### config.mk
export PLATFORM = sky130hd
export DESIGN_NAME = fifo_wr_arbiter_flat
export DESIGN_NICKNAME = d
export VERILOG_FILES = /design/src/rtl/fifo_wr_arbiter_pkg.sv /design/src/rtl/fifo_wr_arbiter_if.sv /design/src/rtl/fifo_wr_arbiter_rr_pick.sv /design/src/rtl/fifo_wr_arbiter.sv /design/src/flat_wrapper.sv
export SDC_FILE = /design/constraint.sdc
export NUM_CORES = 1
export LEC_CHECK = 0
export CAP_MARGIN = 20
export CORE_MARGIN = 3
export CORE_UTILIZATION = 30
export CTS_CLUSTER_DIAMETER = 50
export DETAILED_ROUTE_END_ITERATION = 7
export PLACE_DENSITY = 0.77
export SLEW_MARGIN = 40
export SYNTH_ARGS = -nofsm -noshare
export SYNTH_HDL_FRONTEND = slang
export SYNTH_HIERARCHICAL = 1
export SYNTH_SLANG_ARGS = --single-unit
### constraint.sdc
create_clock -name clk -period 2.12 [get_ports clk]
set_input_delay 0.318 -clock clk [delete_from_list [all_inputs] [get_ports clk]]
set_output_delay 0.318 -clock clk [all_outputs]
set_load 0.005 [all_outputs]
### src/rtl/fifo_wr_arbiter_pkg.sv
// Shared types and helpers for the FIFO write-port arbiter and its round-robin picker.
package fifo_arb_pkg;

  typedef enum logic [0:0] {
    ARB  = 1'b0,
    LOCK = 1'b1
  } arb_state_t;

  // Bits needed to index 'value' items; never returns 0 so single-bit fields stay legal.
  function automatic int clog2(input int value);
    int r;
    r = 0;
    for (int i = 0; i < 31; i++) begin
      if ((1 << i) < value) r = i + 1;
    end
    return (r == 0) ? 1 : r;
  endfunction

  localparam int N_REQ_DEF = 4;
  localparam int WIDTH_DEF = 3;
  localparam int BURST_DEF = 4;
  localparam int PTR_W     = clog2(N_REQ_DEF);
  localparam int DBG_CNT_W = 8;

endpackage

### src/rtl/fifo_wr_arbiter_if.sv
// Producer/FIFO-side bundle of the write arbiter: requests, data, grants and FIFO write pins.
interface fifo_wr_arbiter_if
  import fifo_arb_pkg::*;
#(
  parameter int N_REQ = N_REQ_DEF,
  parameter int WIDTH = WIDTH_DEF
);

  localparam int PW = clog2(N_REQ);

  // Handshake: req[i] is a valid beat on req_data[i*WIDTH +: WIDTH]; gnt[i] is the ready,
  // and the beat moves only in a cycle where req[i] && gnt[i]. req/data must stay stable until then.
  logic [N_REQ-1:0]       req;
  logic [N_REQ*WIDTH-1:0] req_data;
  logic [N_REQ-1:0]       gnt;
  logic                   fifo_full;
  logic                   fifo_wr;
  logic [WIDTH-1:0]       fifo_data;
  logic [PW-1:0]          owner;
  logic                   busy;
  arb_state_t             dbg_state;
  logic [DBG_CNT_W-1:0]   dbg_beat_cnt;

  modport master (
    output req, req_data, fifo_full,
    input  gnt, fifo_wr, fifo_data, owner, busy, dbg_state, dbg_beat_cnt
  );

  modport slave (
    input  req, req_data, fifo_full,
    output gnt, fifo_wr, fifo_data, owner, busy, dbg_state, dbg_beat_cnt
  );

endinterface

### src/rtl/fifo_wr_arbiter_rr_pick.sv
// Combinational rotating-priority encoder: first set req bit after last_ptr, wrapping modulo N_REQ.
module rr_pick
  import fifo_arb_pkg::*;
#(
  parameter  int N_REQ = N_REQ_DEF,
  localparam int PW    = clog2(N_REQ)
) (
  input  logic [N_REQ-1:0] req,
  input  logic [PW-1:0]    last_ptr,
  output logic [PW-1:0]    winner,
  output logic             valid
);

  logic [N_REQ-1:0] hi_req;

  // Requests above last_ptr win first; otherwise wrap to the lowest set bit.
  // Masking by index (not by shifting) keeps non-power-of-two N_REQ correct.
  always_comb begin
    hi_req = '0;
    winner = '0;
    for (int j = 0; j < N_REQ; j++) begin
      hi_req[j] = req[j] && (PW'(j) > last_ptr);
    end
    for (int j = N_REQ - 1; j >= 0; j--) begin
      if (req[j]) winner = PW'(j);
    end
    for (int j = N_REQ - 1; j >= 0; j--) begin
      if (hi_req[j]) winner = PW'(j);
    end
    valid = |req;
  end

endmodule

### src/rtl/fifo_wr_arbiter.sv
// Round-robin arbiter sharing one FIFO write port among N_REQ producers, one beat per clock.
// Define FIFO_ARB_BURST_EN to let a winner keep the port for up to BURST consecutive beats.
module fifo_wr_arbiter
  import fifo_arb_pkg::*;
#(
  parameter int N_REQ = N_REQ_DEF,
  parameter int WIDTH = WIDTH_DEF,
  parameter int BURST = BURST_DEF
) (
  input logic               clk,
  input logic               rst,
  fifo_wr_arbiter_if.slave  bus
);

  localparam int PW = clog2(N_REQ);
  localparam int CW = clog2(BURST + 1);

  logic [PW-1:0] last_ptr;
  logic [PW-1:0] owner_q;
  logic [PW-1:0] rr_winner;
  logic [PW-1:0] winner;
  logic          rr_valid;
  logic          hold;
  logic          xfer;
  arb_state_t    state, state_nx;
  logic [CW-1:0] beat_cnt, beat_cnt_nx;

  rr_pick #(.N_REQ(N_REQ)) u_pick (
    .req      (bus.req),
    .last_ptr (last_ptr),
    .winner   (rr_winner),
    .valid    (rr_valid)
  );

  // Winner and transfer qualification; outputs are forced low while rst is asserted.
  always_comb begin
`ifdef FIFO_ARB_BURST_EN
    hold = (state == LOCK) && bus.req[owner_q];
`else
    hold = 1'b0;
`endif
    winner = hold ? owner_q : rr_winner;
    xfer   = rst && rr_valid && !bus.fifo_full;
  end

  always_comb begin
    bus.fifo_wr      = xfer;
    bus.gnt          = xfer ? (N_REQ'(1) << winner) : '0;
    bus.fifo_data    = xfer ? bus.req_data[int'(winner) * WIDTH +: WIDTH] : '0;
    bus.owner        = owner_q;
    bus.busy         = |bus.req;
    bus.dbg_state    = state;
    bus.dbg_beat_cnt = DBG_CNT_W'(beat_cnt);
  end

  // Next state: a stall (no transfer) holds everything unless the lock owner has withdrawn.
  always_comb begin
    state_nx    = state;
    beat_cnt_nx = beat_cnt;
`ifdef FIFO_ARB_BURST_EN
    case (state)
      ARB: begin
        if (xfer && (BURST > 1)) begin
          state_nx    = LOCK;
          beat_cnt_nx = CW'(1);
        end
      end
      LOCK: begin
        if (!bus.req[owner_q]) begin
          // Owner released: this cycle was a fresh round-robin pick from owner+1.
          if (xfer && (BURST > 1)) begin
            state_nx    = LOCK;
            beat_cnt_nx = CW'(1);
          end else begin
            state_nx    = ARB;
            beat_cnt_nx = '0;
          end
        end else if (xfer) begin
          if (int'(beat_cnt) + 1 >= BURST) begin
            state_nx    = ARB;
            beat_cnt_nx = '0;
          end else begin
            beat_cnt_nx = beat_cnt + CW'(1);
          end
        end
      end
      default: begin
        state_nx    = ARB;
        beat_cnt_nx = '0;
      end
    endcase
`else
    state_nx    = ARB;
    beat_cnt_nx = '0;
`endif
  end

  always_ff @(posedge clk or negedge rst) begin
    if (!rst) begin
      last_ptr <= PW'(N_REQ - 1);
      owner_q  <= '0;
      state    <= ARB;
      beat_cnt <= '0;
    end else begin
      state    <= state_nx;
      beat_cnt <= beat_cnt_nx;
      if (xfer) begin
        last_ptr <= winner;
        owner_q  <= winner;
      end
    end
  end

endmodule

### src/flat_wrapper.sv
// flat-port wrapper written by rule: the top's interface ports become plain ports
module fifo_wr_arbiter_flat import fifo_arb_pkg::*;
#(
  parameter int N_REQ = N_REQ_DEF,
  parameter int WIDTH = WIDTH_DEF,
  parameter int BURST = BURST_DEF
)
  (clk, rst, bus_req, bus_req_data, bus_fifo_full, bus_gnt, bus_fifo_wr, bus_fifo_data, bus_owner, bus_busy, bus_dbg_state, bus_dbg_beat_cnt);
  fifo_wr_arbiter_if #(.N_REQ(N_REQ), .WIDTH(WIDTH)) bus_i ();
  input logic clk;
  input logic rst;
  input wire logic [$bits(bus_i.req)-1:0] bus_req;
  input wire logic [$bits(bus_i.req_data)-1:0] bus_req_data;
  input wire logic [$bits(bus_i.fifo_full)-1:0] bus_fifo_full;
  output wire logic [$bits(bus_i.gnt)-1:0] bus_gnt;
  output wire logic [$bits(bus_i.fifo_wr)-1:0] bus_fifo_wr;
  output wire logic [$bits(bus_i.fifo_data)-1:0] bus_fifo_data;
  output wire logic [$bits(bus_i.owner)-1:0] bus_owner;
  output wire logic [$bits(bus_i.busy)-1:0] bus_busy;
  output wire logic [$bits(bus_i.dbg_state)-1:0] bus_dbg_state;
  output wire logic [$bits(bus_i.dbg_beat_cnt)-1:0] bus_dbg_beat_cnt;
  assign bus_i.req = bus_req;
  assign bus_i.req_data = bus_req_data;
  assign bus_i.fifo_full = bus_fifo_full;
  assign bus_gnt = bus_i.gnt;
  assign bus_fifo_wr = bus_i.fifo_wr;
  assign bus_fifo_data = bus_i.fifo_data;
  assign bus_owner = bus_i.owner;
  assign bus_busy = bus_i.busy;
  assign bus_dbg_state = bus_i.dbg_state;
  assign bus_dbg_beat_cnt = bus_i.dbg_beat_cnt;
  fifo_wr_arbiter #(.N_REQ(N_REQ), .WIDTH(WIDTH), .BURST(BURST)) u_core (.clk(clk), .rst(rst), .bus(bus_i));
endmodule
Word level (Yosys, flattened, before mapping)
Cells that the tools add are included.

cells by class
  add/subtract/negate cells = 0
  multipliers = 1
  div/mod/pow operators = 0
  $lt $le $gt $ge = 4
  equality and inequality tests = 0
  shift operators = 2
  multiplexer cells = 10
  bitwise gates (word level) = 0
  reductions and logical operators = 8

operators by type and width
  kind                                                                             number
  12-bit by 32-bit indexed part select with 3-bit output                           1
  2-bit two-way mux                                                                8
  1-bit logical AND                                                                6
  1-bit by 2-bit greater-than comparator with 1-bit output (first input constant)  2
  2-bit greater-than comparator (first input constant)                             2
  2-bit by 2-bit multiplier with 4-bit output (second input constant)              1
  4-bit two-way mux                                                                1
  4-bit OR reduction                                                               1
  1-bit by 2-bit left shift with 4-bit output (first input constant)               1
  3-bit two-way mux                                                                1
  1-bit logical NOT                                                                1

storage, ports and cells
  flip-flop bits (word level) = 4
  latch bits = 0
  bits in writable memories = 0
  ROM bits = 0
  input bits = 19
  output and inout bits = 20
  word-level logic and storage cells = 27
  memories = 0

Longest topological paths before layout
  depth after elaboration = 11
  gate-level depth with buffers = 6
  depth with buffers taken out = 5

Hierarchy
The synthesis kept the hierarchy.

by module, submodules not included
  module           times used  cells an instance  area each (sq um)  seq. area each (sq um)
  fifo_wr_arbiter  1           33                 366.6              102.6
  rr_pick          1           14                 86.3               0.0

Worst setup path after synthesis
OpenSTA, ideal clock, no wires.

  path kind = register to output
  start point = reg u_core.last_ptr[1]
  end point = out bus_fifo_data[0]
  data arrival time = 1675 ps
  required time = 1802 ps
  path slack = 127 ps
  cell stages (with the launch flop) = 7
  buffers on the path = 1
  cell sequence = dfstp_2 > nand2b_1 > a21oi_1 > o221ai_2 > buf_6 > mux4_2 > and2_1

between the ends
  longest elaborated chain between the ends = 9
  elaborated cells between the ends (all ways) = 15
  classes of those cells = mul: 1; order compare: 4; shift: 1; mux: 5; reduce/logical: 4

ends and longest elaborated chain
  what                                                      line                           RTL
  start, declared                                           fifo_wr_arbiter.sv:18          logic [PW-1:0] last_ptr;
  start signal, assigned                                    fifo_wr_arbiter.sv:100         last_ptr <= PW'(N_REQ - 1);
  start signal, assigned                                    fifo_wr_arbiter.sv:108         last_ptr <= winner;
  2-bit greater-than comparator                             fifo_wr_arbiter_rr_pick.sv:22  hi_req[j] = req[j] && (PW'(j) > last_ptr);
  1-bit logical AND                                         fifo_wr_arbiter_rr_pick.sv:22
  2-bit two-way mux (3 in series)                           fifo_wr_arbiter_rr_pick.sv:28  if (hi_req[j]) winner = PW'(j);
  2-bit two-way mux *                                       fifo_wr_arbiter_rr_pick.sv:28
  via u_core.rr_winner[0]                                   fifo_wr_arbiter.sv:20          logic [PW-1:0] rr_winner;
  2-bit by 2-bit multiplier with 4-bit output *             fifo_wr_arbiter.sv:49          bus.fifo_data = xfer ? bus.req_data[int'(winner) * WIDTH +: WIDTH] : '0;
  12-bit by 32-bit indexed part select with 3-bit output *  fifo_wr_arbiter.sv:49
  3-bit two-way mux *                                       fifo_wr_arbiter.sv:49
  end, declared                                             flat_wrapper.sv:17             output wire logic [$bits(bus_i.fifo_data)-1:0] bus_fifo_data;

The timed path passes the listed nets; every way through them passes the cells marked *.

Final worst setup path
Ends and elaborated chain as after synthesis.

==> flow_metrics.env <==
export IMPL_status="complete, but fails checks"
export IMPL_violations="setup timing"
export IMPL_yosys_cell_types_count=23
export IMPL_die_h_um=44.9
export IMPL_detail_route_antenna_nets=0
export IMPL_grt_antenna_before_repair=0
export IMPL_coreArea_um2=1350
export IMPL_die_area_um2=2010
export IMPL_wl_per_cell_um=11.2
export IMPL_final_area_um2=837
export IMPL_n_fill_cell=123
export IMPL_chipWidth_um=44.9
export IMPL_grt_pass1_vias=460
export IMPL_crit_type="reg -> out"
export IMPL_drv_slew=0
export IMPL_diodes=0
export IMPL_insertion_delay_ns=0.23
export IMPL_avgSynthCellArea_um2=9.64
export IMPL_hold_path_class="in -> async"
export IMPL_critPathRequiredTime_ns=1.80
export IMPL_yosysSeqAreaShare=0.227
export IMPL_grt_usage=0.131
export IMPL_cts_root_buf="clkbuf_4"
export IMPL_ys_ff_latch=4
export IMPL_crit_fanout=7
export IMPL_max_freq_mhz=405
export IMPL_tritoncts="done"
export IMPL_cts_inserted_buffers=3
export IMPL_cts_htree_levels=1
export IMPL_setup_ws_ns=-0.351
export IMPL_start_util=0.335
export IMPL_grt_overflow=0
export IMPL_leakage_nw=0.393
export IMPL_power_density_nw_per_um2=797
export IMPL_area_delta_synth_final_pct=84.8
export IMPL_finalHoldViolations=0
export IMPL_remaining_drc_errors=0
export IMPL_end_kind="output pin"
export IMPL_start_kind="flop"
export IMPL_critical_path_arrival_ns=2.15
export IMPL_yosys_warnings=6
export IMPL_setup_violations=3
export IMPL_gp_congestion=0.647
export IMPL_min_period_ns=2.47
export IMPL_drive_gt1_frac=0.478
export IMPL_fin_crit_sh=1.17
export IMPL_std_cell_rows=13
export IMPL_vias=464
export IMPL_fin_nets=111
export IMPL_irDropWorstVdd_uv=479
export IMPL_placed_cell_area_um2=785
export IMPL_grt_max_degree=9
export IMPL_place_hpwl_um=951
export IMPL_clkTransAtPathRegs_ns=0.04
export IMPL_seq_area_um2=103
export IMPL_clockBufferDepth=2
export IMPL_rsz0062_at_grt="true"
export IMPL_setup_tns_ns=-1.04
export IMPL_synthCells=47
export IMPL_clock_skew_ns=0.000484
export IMPL_dr_pass1_iters=1
export IMPL_ioPinCount=39
export IMPL_drv_cap=0
export IMPL_netlist_area_um2=453
export IMPL_grt_pass1_wl_um=1900
export IMPL_port_buffers=29
export IMPL_drt_iter0_drc=0
export IMPL_routed_wl_um=1170
export IMPL_vias_per_cell=4.42
export IMPL_cts_sinks=4
export IMPL_multi_input_area_um2=327
routing by layer:
metal | routed length, µm | part of all wire | track usage | vias up
met2 | 617 | 0.53 | 0.223 | 23
met3 | 146 | 0.12 | 0.0518 | 0
met5 | 0 | 0 | 0 | -
met4 | 0 | 0 | 0.0702 | 0
li1 | - | - | - | 233
met1 | 410 | 0.35 | 0.138 | 208
flip-flops by register name (all words and copies together) (netlist names):
| name | cells |
|---|---|
| u_core/bus.owner | 2 |
| u_core/last_ptr | 2 |
repair_timing:
item | CTS | global route
setup endpoints to repair | 9 | 6
hold buffers | 0 | 0
resized for setup | 38 | 3
setup buffers | 5 | 1
pin swaps | 5 | 2
critical path: stages, from the launching register on:
cell	delay, ns
dfstp_2	0.57
nand2b_4	0.14
a21oi_2	0.05
o221ai_2	0.18
buf_4	0.15
buf_6	0.10
mux4_2	0.48
and2_4	0.14
buf_2	0.12
final timing paths:
path | endpoint | depth (start not counted) | slack (ns) | start
min in group clk | u_core/bus.owner[0]$_DFFE_PN0P_ | 1 | 0.50 | u_core/bus.owner[0]$_DFFE_PN0P_
max in group asynchronous | u_core/last_ptr[1]$_DFFE_PN1P_ | 2 | 1.55 | rst
worst min-delay path | u_core/bus.owner[1]$_DFFE_PN0P_ | 2 | 0.38 | rst
worst min register to register | u_core/bus.owner[0]$_DFFE_PN0P_ | 1 | 0.50 | u_core/bus.owner[0]$_DFFE_PN0P_
worst max-delay path | bus_fifo_data[0] | 8 | -0.35 | u_core/last_ptr[1]$_DFFE_PN1P_
worst max register to register | u_core/bus.owner[1]$_DFFE_PN0P_ | 6 | 0.57 | u_core/last_ptr[1]$_DFFE_PN1P_
Yosys cell counts:
library cell / instances / area (µm²)
a21oi_1: 3 / 15.0
a31oi_1: 1 / 6.26
and2_1: 3 / 18.8
and3_2: 1 / 7.51
buf_4: 9 / 67.6
buf_6: 1 / 11.3
clkbuf_1: 1 / 3.75
conb_1: 1 / 3.75
dfrtp_1: 2 / 50.1
dfstp_2: 2 / 52.6
inv_1: 2 / 7.51
mux2_2: 4 / 45.0
mux2i_1: 1 / 10.0
mux4_2: 3 / 67.6
nand2_1: 1 / 3.75
nand2b_1: 3 / 18.8
nand3b_1: 1 / 7.51
nor2_1: 2 / 7.51
nor2b_1: 1 / 6.26
nor3_1: 1 / 5.00
nor3b_1: 2 / 15.0
o221ai_2: 1 / 15.0
or4_1: 1 / 7.51
per-stage QoR:
| stage | cells | power, mW | hold slack (ns) | setup slack [ns] | util |
|---|---|---|---|---|---|
| floorplan | 55 | 0.379 | 0.0224 | 0.127 | - |
| finish | 105 | 0.667 | 0.382 | -0.351 | 0.620 |
| detailed placement | 98 | 0.536 | 0.492 | -0.740 | 0.581 |
| global route | 105 | 0.721 | 0.380 | -0.480 | 0.620 |
| CTS | 106 | 0.686 | 0.373 | -0.382 | 0.624 |
| global placement | 98 | 0.520 | 0.497 | -0.681 | 0.581 |
kinds of logic (layout without fill, tap and decap cells):
logic type	after synthesis	count (layout)	synth area share
mux	8	8	0.271
simple gates	16	16	0.215
buf+inv	13	48	0.199
compound gates	5	5	0.0801
other cells	1	9	0.00828
flops	4	4	0.227
cells in the final DEF (no fill, tap or decap):
cell             count
clkdlybuf4s50_1     18
buf_4               13
conb_1               9
buf_2                6
dlygate4sd2_1        4
mux2_2               4
clkbuf_4             3
mux4_2               3
and2_1               2
nor3b_2              2
dfrtp_1              2
dfstp_2              2
nand2b_1             2
nor2_1               2
a21oi_1              2
clkbuf_2             1
nand3b_1             1
inv_2                1
and2_4               1
nor3_2               1
or4_1                1
and3_2               1
buf_6                1
nand2b_4             1
nor2b_4              1
a21oi_2              1
mux2i_1              1
o221ai_2             1
nand2_1              1
inv_1                1
a31oi_1              1
layout make-up:
type | instances | share of cell area
timing repair buffer | 43 | 0.429
multi-input combinational | 38 | 0.390
inverter | 2 | 0.00897
tap | 15 | 0.0224
clock buffer | 3 | 0.0269
sequential | 4 | 0.123
where the power goes:
group          total [mW]  switching, mW  internal [mW]  leakage (nW)
clock network      0.0908         0.0277         0.0631        0.0138
logic               0.408          0.136          0.272         0.335
registers           0.168         0.0372          0.131        0.0445
No activity file was read; power rests on OpenSTA's default activity.
